--- config.mk ---
export PLATFORM = sky130hd
export DESIGN_NAME = ldpc_llr_loader
export DESIGN_NICKNAME = d
export VERILOG_FILES = /design/src/rtl/ldpc_loader_pkg.sv /design/src/rtl/ldpc_llr_saturate.sv /design/src/rtl/ldpc_llr_loader.sv
export SDC_FILE = /design/constraint.sdc
export NUM_CORES = 1
export LEC_CHECK = 0
export CAP_MARGIN = 30
export CORE_AREA = 5 5 600 602
export CTS_BUF_LIST = sky130_fd_sc_hd__clkbuf_8 sky130_fd_sc_hd__clkbuf_16
export DETAILED_ROUTE_END_ITERATION = 12
export DIE_AREA = 0 0 605 607
export GPL_TIMING_DRIVEN = 0
export PLACE_DENSITY = 0.3
export SETUP_SLACK_MARGIN = 0.2
export SLEW_MARGIN = 0
export SYNTH_ARGS = -nofsm -noshare
export SYNTH_HDL_FRONTEND = slang
export SYNTH_HIERARCHICAL = 1
export SYNTH_SLANG_ARGS = --single-unit
--- constraint.sdc ---
create_clock -name i_clock -period 3.6 [get_ports i_clock]
set_clock_uncertainty 0.05 [all_clocks]
set_input_delay 0.72 -clock i_clock [delete_from_list [all_inputs] [get_ports i_clock]]
set_output_delay 0.72 -clock i_clock [all_outputs]
set_load 0.005 [all_outputs]
--- src/rtl/ldpc_loader_pkg.sv ---
// Shared types and helpers for the LDPC LLR write-side loader.
// Saturation and lane placement used by the loader datapath.
package ldpc_loader_pkg;

    typedef enum logic {
        IDLE,
        LOAD
    } state_t;

    // Symmetric clip: the most negative code is never produced.
    function automatic int sat_llr(
        input int in,
        input int in_width,
        input int width
    );
        int lim;
        lim = (1 << (width - 1)) - 1;
        if (width > in_width) return in;
        if (in > lim) return lim;
        if (in < -lim) return -lim;
        return in;
    endfunction

    function automatic int lane_index(
        input int branch,
        input int bank,
        input int num_rams
    );
        return branch * num_rams + bank;
    endfunction

endpackage

--- src/rtl/ldpc_llr_saturate.sv ---
// Combinational signed clip of an IN_WIDTH LLR down to WIDTH bits.
// Output range is symmetric about zero.
module ldpc_llr_saturate
    import ldpc_loader_pkg::*;
#(
    parameter int IN_WIDTH = 10,
    parameter int WIDTH    = 8
) (
    input  logic [IN_WIDTH-1:0] llr_i,
    output logic [WIDTH-1:0]    llr_o
);

    logic signed [IN_WIDTH-1:0] llr_s;

    assign llr_s = $signed(llr_i);
    assign llr_o = WIDTH'(sat_llr(int'(llr_s), IN_WIDTH, WIDTH));

endmodule

--- src/rtl/ldpc_llr_loader.sv ---
// Serial LLR stream to per-lane branch RAM write bus for one LDPC frame.
// LLR n lands in bank n/Z at address n mod Z on every branch of that bank.
module ldpc_llr_loader
    import ldpc_loader_pkg::*;
#(
    parameter int IN_WIDTH         = 10,
    parameter int WIDTH            = 8,
    parameter int NUM_RAMS         = 12,
    parameter int EXPANSION_FACTOR = 96,
    parameter int NUM_BRANCHES     = 8,
    parameter int ADDR_W           = $clog2(EXPANSION_FACTOR),
    parameter int NUM_LANES        = NUM_BRANCHES * NUM_RAMS
) (
    input  logic                        i_clock,
    input  logic                        i_reset_n,
    input  logic                        i_start,
    input  logic                        i_abort,
    input  logic [IN_WIDTH-1:0]         i_llr,
    input  logic                        i_llr_valid,
    input  logic                        i_llr_last,
    output logic                        o_llr_ready,
    output logic [NUM_LANES*WIDTH-1:0]  o_wr_data,
    output logic [NUM_LANES*ADDR_W-1:0] o_wr_addr,
    output logic [NUM_LANES-1:0]        o_wr_valid,
    output logic                        o_busy,
    output logic                        o_frame_done,
    output logic                        o_frame_err
);

    localparam int BANK_W = (NUM_RAMS > 1) ? $clog2(NUM_RAMS) : 1;
    localparam logic [ADDR_W-1:0] ADDR_LAST = ADDR_W'(EXPANSION_FACTOR - 1);
    localparam logic [BANK_W-1:0] BANK_LAST = BANK_W'(NUM_RAMS - 1);
    localparam logic [NUM_LANES-1:0] LANE_ONE = NUM_LANES'(1);

    state_t                      state_q, state_d;
    logic [BANK_W-1:0]           bank_cnt_q, bank_cnt_d;
    logic [ADDR_W-1:0]           addr_cnt_q, addr_cnt_d;
    logic [NUM_LANES*WIDTH-1:0]  wr_data_q, wr_data_d;
    logic [NUM_LANES*ADDR_W-1:0] wr_addr_q, wr_addr_d;
    logic [NUM_LANES-1:0]        wr_valid_q, wr_valid_d;
    logic                        done_q, done_d;
    logic                        err_q, err_d;

    logic [WIDTH-1:0]     llr_sat;
    logic [NUM_LANES-1:0] lane_mask;
    logic                 last_pos;

    ldpc_llr_saturate #(
        .IN_WIDTH (IN_WIDTH),
        .WIDTH    (WIDTH)
    ) u_sat (
        .llr_i (i_llr),
        .llr_o (llr_sat)
    );

    always_comb begin
        lane_mask = '0;
        for (int k = 0; k < NUM_BRANCHES; k++) begin
            lane_mask |= LANE_ONE << lane_index(k, int'(bank_cnt_q), NUM_RAMS);
        end
    end

    assign last_pos = (bank_cnt_q == BANK_LAST) && (addr_cnt_q == ADDR_LAST);

    always_comb begin
        state_d    = state_q;
        bank_cnt_d = bank_cnt_q;
        addr_cnt_d = addr_cnt_q;
        wr_data_d  = wr_data_q;
        wr_addr_d  = wr_addr_q;
        wr_valid_d = '0;
        done_d     = 1'b0;
        err_d      = 1'b0;
        if (i_abort) begin
            state_d    = IDLE;
            bank_cnt_d = '0;
            addr_cnt_d = '0;
        end else begin
            unique case (state_q)
                IDLE: begin
                    if (i_start) begin
                        state_d    = LOAD;
                        bank_cnt_d = '0;
                        addr_cnt_d = '0;
                    end
                end
                LOAD: begin
                    if (i_llr_valid) begin
                        wr_valid_d = lane_mask;
                        wr_data_d  = {NUM_LANES{llr_sat}};
                        wr_addr_d  = {NUM_LANES{addr_cnt_q}};
                        if (last_pos || i_llr_last) begin
                            state_d    = IDLE;
                            bank_cnt_d = '0;
                            addr_cnt_d = '0;
                            done_d     = last_pos && i_llr_last;
                            err_d      = last_pos != i_llr_last;
                        end else if (addr_cnt_q == ADDR_LAST) begin
                            addr_cnt_d = '0;
                            bank_cnt_d = bank_cnt_q + BANK_W'(1);
                        end else begin
                            addr_cnt_d = addr_cnt_q + ADDR_W'(1);
                        end
                    end
                end
                default: ;
            endcase
        end
    end

    always_ff @(posedge i_clock or negedge i_reset_n) begin
        if (!i_reset_n) begin
            state_q    <= IDLE;
            bank_cnt_q <= '0;
            addr_cnt_q <= '0;
            wr_data_q  <= '0;
            wr_addr_q  <= '0;
            wr_valid_q <= '0;
            done_q     <= 1'b0;
            err_q      <= 1'b0;
        end else begin
            state_q    <= state_d;
            bank_cnt_q <= bank_cnt_d;
            addr_cnt_q <= addr_cnt_d;
            wr_data_q  <= wr_data_d;
            wr_addr_q  <= wr_addr_d;
            wr_valid_q <= wr_valid_d;
            done_q     <= done_d;
            err_q      <= err_d;
        end
    end

    assign o_llr_ready  = (state_q == LOAD);
    assign o_busy       = (state_q == LOAD);
    assign o_wr_data    = wr_data_q;
    assign o_wr_addr    = wr_addr_q;
    assign o_wr_valid   = wr_valid_q;
    assign o_frame_done = done_q;
    assign o_frame_err  = err_q;

endmodule
# Word-level counts from Yosys, hierarchy flattened
# Index checks and enable logic that the tools add are counted.
# Widths: inputs -> output; s select.
# totals
ff_bits,1550
inputBits,16
word_cells,83
# op_classes
add_sub_neg,9
magnitude_cmp,2
eq_ne,6
shifts,8
mux,35
bitwise,9
n_reduce_logical,6
# op_table
operator,n
$or 96x96->96,7
$mux 96,3
$shl 1x7->96 const A,3
$shl 1x8->96 const A,2
$shl 1x4->96 const A,1
$shl 1x5->96 const A,1
$shl 1x6->96 const A,1
$mux 7,6
$mux 8,3
$add 6x4->7 const A,3
$mux 4,5
$add 7x4->8 const A,2
$mux 1,15
$pmux 7 s2,1
$gt 10x8->1 const B,1
$lt 10x8->1 const B,1
$pmux 4 s2,1
$add 7x1->7 const B,1
$eq 7x7->1 const B,1
$add 5x4->6 const A,1
$ne 3x3->1 const B,2
$reduce_and 3->1,2
$add 4x4->5 const A,1
$add 4x1->4 const B,1
8 further kinds,10

# Longest topological paths before layout
# Gate-level depths: netlist of run 1.
# depth
ltp_word,12
ltp_mapped,9

# By module
# The synthesis of run 1 kept the hierarchy.
# modules_own_cells
module,n_inst,cells_each,area_each_um2
ldpc_llr_loader,1,1834,15317.2
ldpc_llr_saturate,1,34,183.9

# Worst setup path before layout of run 1
# OpenSTA, ideal clock, no wires.
# synth_timing
kind,register to output
from,register o_wr_addr[667] (netlist name)
to,output port o_wr_addr[100]
arrival_ns,2.062
t_required_ns,2.830
slack_ns,0.768
path_stages_with_launch,2
path_cell_list,dfrtp_1 buf_4
# synth_lines
element,line,source
end: declaration,ldpc_llr_loader.sv:23,"output logic [NUM_LANES*ADDR_W-1:0] o_wr_addr,"

==> results of run 1 <==
## cell type report
cell class	instances	share of cell area [%]
Tap cell	4751	15.4
Multi-Input combinational cell	288	4.04
Timing Repair Buffer	1583	42.2
Antenna cell	21	0.136
Buffer	1448	28.1
Clock inverter	1	0.00975
Clock buffer	30	1.80
Sequential cell	125	8.27
Inverter	7	0.0682
## cells in the final DEF, fill, tap and decap left out, types with 10 or more instances in the layout
cell type / Yosys / layout
clkdlybuf4s50_1: 0 / 1552
buf_4: 1428 / 1431
dfrtp_1: 125 / 110
nand2_1: 84 / 84
nor2_1: 67 / 67
clkbuf_16: 0 / 25
and2_1: 24 / 24
diode_2: 0 / 21
a21oi_1: 23 / 21
buf_16: 0 / 19
dfrtp_4: 0 / 15
and3_1: 14 / 14
ha_1: 12 / 12
buf_2: 10 / 10
## report_power, final
group,total (uW),internal (uW),switching (uW)
sequential,1710,1440,266
combinational,8330,5880,2450
clock,2240,1340,900
total,12300,8660,3610
## path summary, 6_finish.rpt
path | startpoint | to | slack (ps)
min reg2reg | addr_cnt_q[6]$_DFFE_PN0P_ | addr_cnt_q[6]$_DFFE_PN0P_ | 490
min in group asynchronous | i_reset_n | o_wr_valid[30]$_DFF_PN0_ | 590
max | o_wr_data[760]$_DFFE_PN0P_ | o_wr_data[264] | 450
max reg2reg | bank_cnt_q[2]$_DFFE_PN0P_ | bank_cnt_q[2]$_DFFE_PN0P_ | 510
min | i_abort | o_busy$_DFF_PN0_ | 440
max in group asynchronous | i_reset_n | o_wr_valid[92]$_DFF_PN0_ | 1910
## worst max-delay path, cell delays in order, from the launching register on
cell             delay, ps
dfrtp_4                800
buf_16                 280
buf_4                  170
clkdlybuf4s50_1        520
## metal layers
layer,up-vias,global-route usage [%],wire length [um]
met1,6743,4.47,30700
met5,-,0,0
met4,0,1.19,1920
met3,61,1.39,6950
li1,7546,-,-
met2,619,10.7,62500
## flip-flops by register name, summed over array words and instances, names as in the netlist
signal,cells
addr_cnt_q,7
bank_cnt_q,4
o_busy,1
o_frame_done,1
o_frame_err,1
o_wr_addr,7
o_wr_data,8
o_wr_valid,96
## cell families after synthesis
| logic type | count (synthesis) | share of synthesized area (%) |
|---|---|---|
| buffers and inverters | 1455 | 69.9 |
| AOI/OAI and AO/OA | 58 | 2.27 |
| DFF | 125 | 20.2 |
| and+or+nand+nor | 215 | 6.42 |
| muxes | 2 | 0.161 |
| xor gates and xnor gates | 1 | 0.0565 |
| adders and majority gates | 12 | 0.969 |
## timing repair
action	CTS	global route
setup endpoints to repair	66	2
setup buffers	3	1
gates resized for setup	0	0
cloned	0	0
hold endpoints to repair	30	0
hold buffers	1	0
## metrics by stage
stage / instances / setup WS, ps / util, % / hold WS (ps) / TNS [ps]
5_1_grt: 8236 / 255 / 10.9 / 414 / 0
4_1_cts: 8232 / 204 / 10.8 / 376 / 0
2_1_floorplan: 1868 / 768 / - / 374 / 0
3_3_place_gp: 8172 / -4720 / 10.4 / 491 / -2445680
3_5_place_dp: 8197 / 359 / 10.6 / 472 / 0
6_report: 8254 / 451 / 10.9 / 440 / 0
==> run_results.csv, run 1 <==
group,metric,value,unit
outcome,status,"complete, no violations",
clock_network,cts_tree,"done",
floorplan,rows,219,
synth,synth-async-reset-ratio,100,%
floorplan,die_x,605,um
synth,syn-num-nets,1896,
clock_network,path_clk_slew,60,ps
sta,max_slew_margin,36.9,%
clock_network,cts.path.max_buffers,3,
route,route.detailed.drc,0,
synth,yosys-top-cells-count,"buf_4, dfrtp_1, nand2_1",
sta,hold_violations,0,
cells_and_area,drive_above_1_share,43.9,%
global_route,grt_start_max_net_pins,97,
synth,synth-main-ff-cell,"dfrtp_1",
route,drtIter0Drc,473,
floorplan,io_pins,1556,
worst_setup_path,critPathLaunchType,"flip-flop",
floorplan,dieHeight,607,um
sta,drv_slew,0,
global_route,grt_usage,5.00,%
cells_and_area,multi_input_area,1550,um2
clock_network,clock_sinks,125,
placed_design,dpl-instance-area,37700,um2
synth,synth_cells,1868,
route,dr.pass1.iters,5,
placed_design,io_buffers,1553,
synth,synth_top_area_share,69.2,%
synth,ys_types,40,
synth,yosysMostFrequentCell,"buf_4",
worst_setup_path,end_kind,"primary output",
pwr,finalPower,12300,uW
clock_network,cts_buffers,25,
synth,netlist_area,15500,um2
placed_design,place.gp.congestion,0.667,
cells_and_area,nNetsFinal,3506,
floorplan,core_area,354000,um2
route,vias_per_cell,1.81,
flow_run,maxCapViolations,0,
worst_setup_path,required,2830,ps
worst_hold_path,min_path_type,"in -> reg",
sta,fin_crit,3150,ps
placed_design,hpwlAfterDp,86.4,mm
worst_setup_path,crit_type,"reg -> out",
global_route,grt_pass1_vias,14100,
worst_setup_path,cp.arrival,2380,ps
global_route,grt_overflow,0,
pwr,power.leakage,0.0161,uW
sta,setup_violations,0,
sta,timing.fmax,318,MHz
route,ant_nets,0,
pwr,ir_drop,0.217,mV
sta,rsz0062_at_grt,"false",
synth,ys_ff_latch,125,
cells_and_area,ff_latch_area,3180,um2
route,routed_wl,102,mm
global_route,grt_pass1_wl,127,mm
sta,fin_crit_sh,87.5,%
synth,yosysSeqAreaShare,20.2,%
clock_network,insertion_delay,520,ps
floorplan,die_area,367000,um2
cells_and_area,fin_area,38500,um2
synth,synth_top_cell_by_area,"buf_4",
clock_network,htreeDepth,4,
route,drt-wirelength-per-cell,12.4,um
worst_setup_path,path_max_fanout,53,
synth,synth_area_leaders,"buf_4, dfrtp_1, nand2_1",
worst_setup_path,reg2reg_depth,8,
floorplan,start_util,4.38,%
worst_hold_path,whs_path_depth,2,
cells_and_area,n_fill_cell,40900,
cells_and_area,syn_to_final_growth,148,%
sta,worstMarginPinSlew,946,ps
synth,synth_warnings,6,
global_route,grt_antenna_before_repair,13,
route,num_vias,15000,
pwr,power.density,319,nW/um2
clock_network,cts-root-buf,"clkbuf_16",
synth,synth_edf_count,0,
synth,syn_area_per_cell,8.30,um2
Power figures use the tool's default switching activity.
==> run 2, diff against run 1 <==
SKIP_CTS_REPAIR_TIMING = 1   (was default)
==> run 2 against run 1 <==
  * Combinational power is essentially flat
  * Die area is the same
  * Hold slack lost 410 ps
  * Critical path type unchanged
  * Highest routed layer unchanged
==> run_results.csv, run 2 (synthesis gave the netlist of run 1 again) <==
group,metric,value,unit
route,ant_nets,0,
worst_setup_path,reg2reg_slack,520,ps
sta,setup_violations,0,
pwr,p_sw_share,29.5,%
clock_network,insertion_delay,520,ps
cells_and_area,ff_latch_area,3180,um2
global_route,grt_start_max_net_pins,97,
placed_design,place.gp.congestion,0.667,
pwr,power.density,319,nW/um2
cells_and_area,drive_above_1_share,43.9,%
cells_and_area,fin_area,38500,um2
cells_and_area,multi_input_area,1550,um2
global_route,gr-max-usage-layer,"met2",
cells_and_area,nNetsFinal,3505,
worst_setup_path,cp.arrival,2400,ps
global_route,grt_use_met2,10.5,%
floorplan,rows,219,
clock_network,cts.path.max_buffers,3,
worst_setup_path,crit_type,"reg -> out",
flow_run,maxCapViolations,0,
global_route,grt_pass1_vias,14100,
worst_setup_path,crit_path_top_delay_cell,"dfrtp_4",
cells_and_area,syn_to_final_growth,148,%
sta,drv_slew,0,
global_route,use_met3,1.39,%
pwr,power_frac_comb,67.8,%
worst_setup_path,required,2830,ps
sta,rsz0062_at_grt,"false",
clock_network,cts_buffers,25,
placed_design,hpwlAfterDp,86.4,mm
worst_setup_path,path_delay_family,"buffers and inverters",
worst_setup_path,crit_buf_inv,3,
cells_and_area,largest_register_ffs,96,
floorplan,dieHeight,607,um
cells_and_area,final_core_util,10.9,%
worst_setup_path,slowest_delay,810,ps
clock_network,cts-root-buf,"clkbuf_16",
sta,fin_crit,3170,ps
cells_and_area,layout_commonest_cell,"clkdlybuf4s50_1",
global_route,grt_antenna_before_repair,12,
pwr,seq_power_share,14.0,%
sta,hold_violations,0,
pwr,internal_power,8660,uW
floorplan,die_area,367000,um2
route,route.detailed.drc,0,
global_route,grt_overflow,0,
worst_setup_path,end_kind,"primary output",
pwr,power.leakage,0.0161,uW
pwr,ir_drop,0.217,mV
worst_setup_path,reg2reg_depth,8,
pwr,p_switching,3620,uW
worst_setup_path,path_max_fanout,51,
route,drtIter0Drc,462,
clock_network,path_clk_slew,60,ps
floorplan,core_area,354000,um2
cells_and_area,final_cell_mix,"clkdlybuf4s50_1, buf_4, dfrtp_1",
route,routed_wl,102,mm
outcome,status,"complete, no violations",
floorplan,die_x,605,um
placed_design,io_buffers,1553,
worst_hold_path,min_path_type,"in -> async",
clock_network,cts_tree,"done",
pwr,clkPwrFrac,18.2,%
global_route,use_met1,4.42,%
worst_setup_path,path_cells,"buf_12, buf_4, clkdlybuf4s50_1",
floorplan,io_pins,1556,
sta,timing.fmax,315,MHz
route,vias_per_cell,1.82,
clock_network,clock_sinks,125,
route,dr.pass1.iters,4,
clock_network,htreeDepth,4,
sta,fin_crit_sh,88.2,%
route,drt-wirelength-per-cell,12.4,um
placed_design,dpl-instance-area,37700,um2
sta,worstMarginPinSlew,952,ps
global_route,grt_pass1_wl,126,mm
floorplan,start_util,4.38,%
route,num_vias,15000,
worst_setup_path,critPathLaunchType,"flip-flop",
cells_and_area,n_fill_cell,40900,
worst_setup_path,r2r_start,"bank_cnt_q[2]$_DFFE_PN0P_",
global_route,grt_usage,4.93,%
worst_setup_path,r2r-end,"bank_cnt_q[2]$_DFFE_PN0P_",
sta,max_slew_margin,36.5,%
==> run 2: cell types whose count changed in the layout (fill, tap and decap cells not counted) <==
cell           change
dlygate4sd3_1      -1
diode_2           -13
==> run 2: through the flow <==
stage	setup TNS (ps)	setup WS (ps)	std cells	hold slack, ps	power [uW]
2_1_floorplan	0	768	1868	374	5430
3_3_place_gp	-2445680	-4720	8172	491	11100
3_5_place_dp	0	359	8197	472	10300
4_1_cts	0	130	8228	-24.2	12800
5_1_grt	0	255	8235	5.89	13100
6_report	0	426	8240	27.5	12300
==> run 2: how the worst max path moves through the flow <==
stage / cells past startpoint / start / to
2_1_floorplan: 1 / o_wr_addr[667]$_DFFE_PN0P_ / o_wr_addr[100]
3_3_place_gp: 1 / i_reset_n / o_wr_valid[21]$_DFF_PN0_
3_5_place_dp: 8 / bank_cnt_q[2]$_DFFE_PN0P_ / bank_cnt_q[2]$_DFFE_PN0P_
4_1_cts: 3 / o_wr_addr[667]$_DFFE_PN0P_ / o_wr_addr[177]
5_1_grt: 3 / o_wr_data[760]$_DFFE_PN0P_ / o_wr_data[64]
6_report: 3 / o_wr_data[759]$_DFFE_PN0P_ / o_wr_data[695]
==> run 2: power by group through the flow <==
stage | logic (uW) | registers (uW) | clock network (uW)
2_1_floorplan | 3570 | 1870 | 0
3_3_place_gp | 8840 | 2220 | 0
3_5_place_dp | 8560 | 1790 | 0
4_1_cts | 8580 | 1760 | 2410
5_1_grt | 8910 | 1770 | 2430
6_report | 8330 | 1710 | 2240
==> run 2: final cells by class <==
| class | count | area share, % |
|---|---|---|
| antenna | 8 | 0.0520 |
| buffer | 1448 | 28.1 |
| clock buffer | 30 | 1.81 |
| clock inverter | 1 | 0.00976 |
| inverter | 7 | 0.0683 |
| multi-input combinational | 288 | 4.04 |
| sequential | 125 | 8.28 |
| tap | 4751 | 15.5 |
| timing repair buffer | 1582 | 42.2 |
==> run 2: per-layer routing <==
| metal | up-vias | wire, um |
|---|---|---|
| li1 | 7530 | - |
| met2 | 617 | 62600 |
| met4 | 0 | 1920 |
| met1 | 6751 | 31200 |
| met5 | - | 0 |
| met3 | 61 | 6560 |
==> run 2: worst reg2reg max path: stages (launching register included) <==
cell and delay (ps):
dfrtp_1 380, buf_2 330, inv_1 330, ha_1 320, nand3_1 230, ha_1 410
o21ai_1 130, a211o_1 440, mux2_4 340
